## src/rtl/mix_column_fwd_seq.sv

```systemverilog
// Sequential forward AES MixColumns: one 32-bit column per cycle,
// IDLE/BUSY/DONE handshake FSM with a held output register.
module mix_column_fwd_seq (
    input  logic         clk,
    input  logic         rst,
    input  logic [127:0] din,
    input  logic         in_valid,
    output logic         in_ready,
    output logic [127:0] dout,
    output logic         out_valid,
    input  logic         out_ready,
    output logic         busy
);

    typedef enum logic [1:0] {IDLE, BUSY, DONE} state_t;

    state_t       state;
    logic [1:0]   cnt;
    logic [127:0] st_reg;
    logic [127:0] res_reg;
    logic [31:0]  col_in;
    logic [31:0]  col_out;
    logic [127:0] res_next;

    function automatic logic [7:0] xtime(input logic [7:0] x);
        return {x[6:0], 1'b0} ^ (x[7] ? 8'h1b : 8'h00);
    endfunction

    function automatic logic [31:0] mix_col(input logic [31:0] c);
        logic [7:0] a0, a1, a2, a3;
        {a0, a1, a2, a3} = c;
        return {xtime(a0) ^ xtime(a1) ^ a1 ^ a2 ^ a3,
                a0 ^ xtime(a1) ^ xtime(a2) ^ a2 ^ a3,
                a0 ^ a1 ^ xtime(a2) ^ xtime(a3) ^ a3,
                xtime(a0) ^ a0 ^ a1 ^ a2 ^ xtime(a3)};
    endfunction

    // Column 0 is the most significant word; only the current slice is replaced.
    // NOTE: every always_comb output gets a default first so no latch is inferred.
    always_comb begin
        col_in   = 32'h0;
        res_next = res_reg;
        unique case (cnt)
            2'd0: col_in = st_reg[127:96];
            2'd1: col_in = st_reg[95:64];
            2'd2: col_in = st_reg[63:32];
            2'd3: col_in = st_reg[31:0];
        endcase
        col_out = mix_col(col_in);
        unique case (cnt)
            2'd0: res_next[127:96] = col_out;
            2'd1: res_next[95:64]  = col_out;
            2'd2: res_next[63:32]  = col_out;
            2'd3: res_next[31:0]   = col_out;
        endcase
    end

    // dout is a separate register so it keeps the previous result while a
    // new state is being built up in res_reg.
    // NOTE: sequential state uses non-blocking assignments only.
    always_ff @(posedge clk or posedge rst) begin
        if (rst) begin
            state     <= IDLE;
            cnt       <= 2'd0;
            st_reg    <= 128'h0;
            res_reg   <= 128'h0;
            dout      <= 128'h0;
            out_valid <= 1'b0;
            busy      <= 1'b0;
            in_ready  <= 1'b1;
        end else begin
            unique case (state)
                IDLE: begin
                    if (in_valid) begin
                        st_reg   <= din;
                        cnt      <= 2'd0;
                        state    <= BUSY;
                        in_ready <= 1'b0;
                        busy     <= 1'b1;
                    end
                end
                BUSY: begin
                    res_reg <= res_next;
                    cnt     <= cnt + 2'd1;
                    if (cnt == 2'd3) begin
                        dout      <= res_next;
                        state     <= DONE;
                        busy      <= 1'b0;
                        out_valid <= 1'b1;
                    end
                end
                DONE: begin
                    if (out_ready) begin
                        state     <= IDLE;
                        out_valid <= 1'b0;
                        in_ready  <= 1'b1;
                    end
                end
                default: state <= IDLE;
            endcase
        end
    end

endmodule

```

## config.mk

```make
export PLATFORM = sky130hd
export DESIGN_NAME = mix_column_fwd_seq
export DESIGN_NICKNAME = d
export VERILOG_FILES = /design/src/rtl/mix_column_fwd_seq.sv
export SDC_FILE = /design/constraint.sdc
export NUM_CORES = 1
export LEC_CHECK = 0
export ABC_CLOCK_PERIOD_IN_PS = 14030
export CAP_MARGIN = 15
export CORE_MARGIN = 2
export CORE_UTILIZATION = 55
export DETAILED_ROUTE_END_ITERATION = 8
export DONT_BUFFER_PORTS = 1
export PLACE_DENSITY = 0.7
export RECOVER_POWER = 25
export SYNTH_ARGS = -nofsm -noshare
export SYNTH_HDL_FRONTEND = slang
export SYNTH_SLANG_ARGS = --single-unit
```

## constraint.sdc

```tcl
create_clock -name clk -period 14.03 [get_ports clk]
set_clock_uncertainty 0.1 [all_clocks]
set_input_delay 1.403 -clock clk [delete_from_list [all_inputs] [get_ports clk]]
set_output_delay 1.403 -clock clk [all_outputs]
set_load 0.03 [all_outputs]
```

==> impl_metrics.ini <==
[finish]
fill_cells = 2412
multiInputGateArea_um2 = 7160
fin_util = 0.611
area_growth_syn_to_layout_pct = 9.28
fin_nets = 1556
design_area_um2 = 18100
drive_gt1_frac = 0.185
regArea_um2 = 8980

[timing]
fin_setup_tns_ns = 0
rsz0062_at_grt = false
worstMarginPinSlew_ns = 5.25
drv_slew = 206
fmaxAchievable_ghz = 0.164
period_minus_slack_ns = 6.11
setup_violations = 0
slew_headroom = -2.52
hold_viol = 0
fin_crit_sh = 0.436

[grt]
antenna_found_initial = 7
grt_max_degree = 121
grt_pass1_wl_mm = 66.0
track_usage = 0.275
grt-ovfl-total = 0
grt_pass1_vias = 10800

[yosys]
netlist_area_um2 = 16600
synth_top_area_frac = 0.541
synth_nets = 1599
ys_ff_latch = 359
synth_area_leaders = dfrtp_1, mux2_2, xnor2_1, o21ai_0, nand2_1
ys_async_sr_fraction = 1.00
synth_cells = 1462
synth.distinct_cells = 41
avgSynthCellArea_um2 = 11.3
synth_edf_count = 0
synth_top_cell_by_area = dfrtp_1
synthTopCellsByCount = dfrtp_1, nand2_1, mux2_2
ys_seq_area_frac = 0.542
synth_most_common_cell = dfrtp_1
ys.flop_type = dfrtp_1
yosysWarnings = 0

[critical_path]
critPathKind = in -> async
r2r-start = cnt[0]
required_ns = 14.44
startpoint = rst
reg2reg_setup_slack_ns = 8.90
timing.rr.end = dout[110]
r2r_cells = 8
worst_ep_arrival_time_ns = 6.52
crit_path_end = st_reg[111]
critPathMaxFanout = 120
cp-start-kind = input pin
end_kind = async pin

[clock_network]
post_cts_resized = 0
hold_buffers = 0
ctsRootBufferMaster = clkbuf_16
cts_num_sinks = 359
cts_setup_buffers = 0
clkLatencyLatePin_ns = 0.53
cts_tree = yes
htreeDepth = 2
cts_made_buffers = 38
path_clk_slew_ns = 0.06
clk_path_buf_depth = 3

[route]
viasPerCell = 5.98
drcViolationCount = 0
drt_iter0_markers = 950
dr.pass1.iters = 9
routedWlPerCell_um = 23.3
wirelength_mm = 43.0
vias = 11000
postRouteAntennaNets = 0

[min_path]
hold_path_class = reg -> reg

[status]
violations = max-capacitance violations, max-slew violations
run_status = finished with violations

[floorplan]
io_pins = 263
coreArea_um2 = 29600
die_y_um = 178
start_util = 0.559
die_x_um = 178
die-area_um2 = 31500
std_cell_rows = 63

[placed_design]
gp_congestion = 0.922
io_buffer_count = 0
dpl_cell_area_um2 = 16800
dp_hpwl_mm = 29.2

[run]
max_cap_violations = 3
-- area by class of cell --
| type | count | share of cell area |
|---|---|---|
| flip-flops and latches | 359 | 0.496 |
| inverters | 6 | 0.00131 |
| multi-input cells | 995 | 0.395 |
| clock buffers | 60 | 0.0648 |
| clock inverters | 8 | 0.00601 |
| diodes | 6 | 0.000829 |
| repair buffers | 19 | 0.00836 |
| well taps | 390 | 0.0270 |
-- critical path, stage by stage --
cell        delay (ns)
clkinvlp_2        2.87
buf_4             1.15
buf_4             0.86
-- logic make-up after synthesis --
kind of cell,share of synthesized area
fa+ha+maj,0.00378
xor+xnor,0.0965
simple gates,0.0777
compound gates,0.121
mux,0.132
buf+inv,0.0269
flops,0.542
-- metal layers --
metal / GRT usage / up-vias / part of all wire
li1: - / 4997 / -
met1: 0.384 / 5518 / 0.42
met2: 0.417 / 412 / 0.47
met3: 0.0658 / 88 / 0.078
met4: 0.111 / 2 / 0.035
met5: 0 / - / 0.00030
-- placed cells by master, fill, tap and decap left out, types with 15 or more instances in the layout --
cell	count
nor3b_1	57
a222oi_1	32
nand2_1	165
xor2_1	56
clkbuf_16	38
mux2_2	159
a21oi_1	88
o21ai_0	155
o21ai_1	20
buf_4	15
mux2i_1	36
xnor2_1	106
a21o_1	16
dfrtp_1	358
nor2_1	47
-- metrics by stage --
step	hold WS (ns)	cells	worst slack (ns)
after floorplan	0.342	1462	2.57
after global placement	0.353	1768	9.92
after detailed placement	0.362	1768	9.90
after CTS	0.375	1836	9.88
after global routing	0.402	1843	6.83
final	0.374	1843	7.92
-- worst min path at each step --
stage	start	end	cells past startpoint
6_report	res_reg[54]	res_reg[54]	2
5_1_grt	res_reg[44]	res_reg[44]	2
3_3_place_gp	res_reg[64]	res_reg[64]	2
4_1_cts	res_reg[54]	res_reg[54]	2
3_5_place_dp	res_reg[54]	res_reg[54]	2
2_1_floorplan	res_reg[101]	res_reg[101]	2
Power is not shown: default switching activity piles up to over one toggle a cycle in this logic, so the estimate is an artifact.
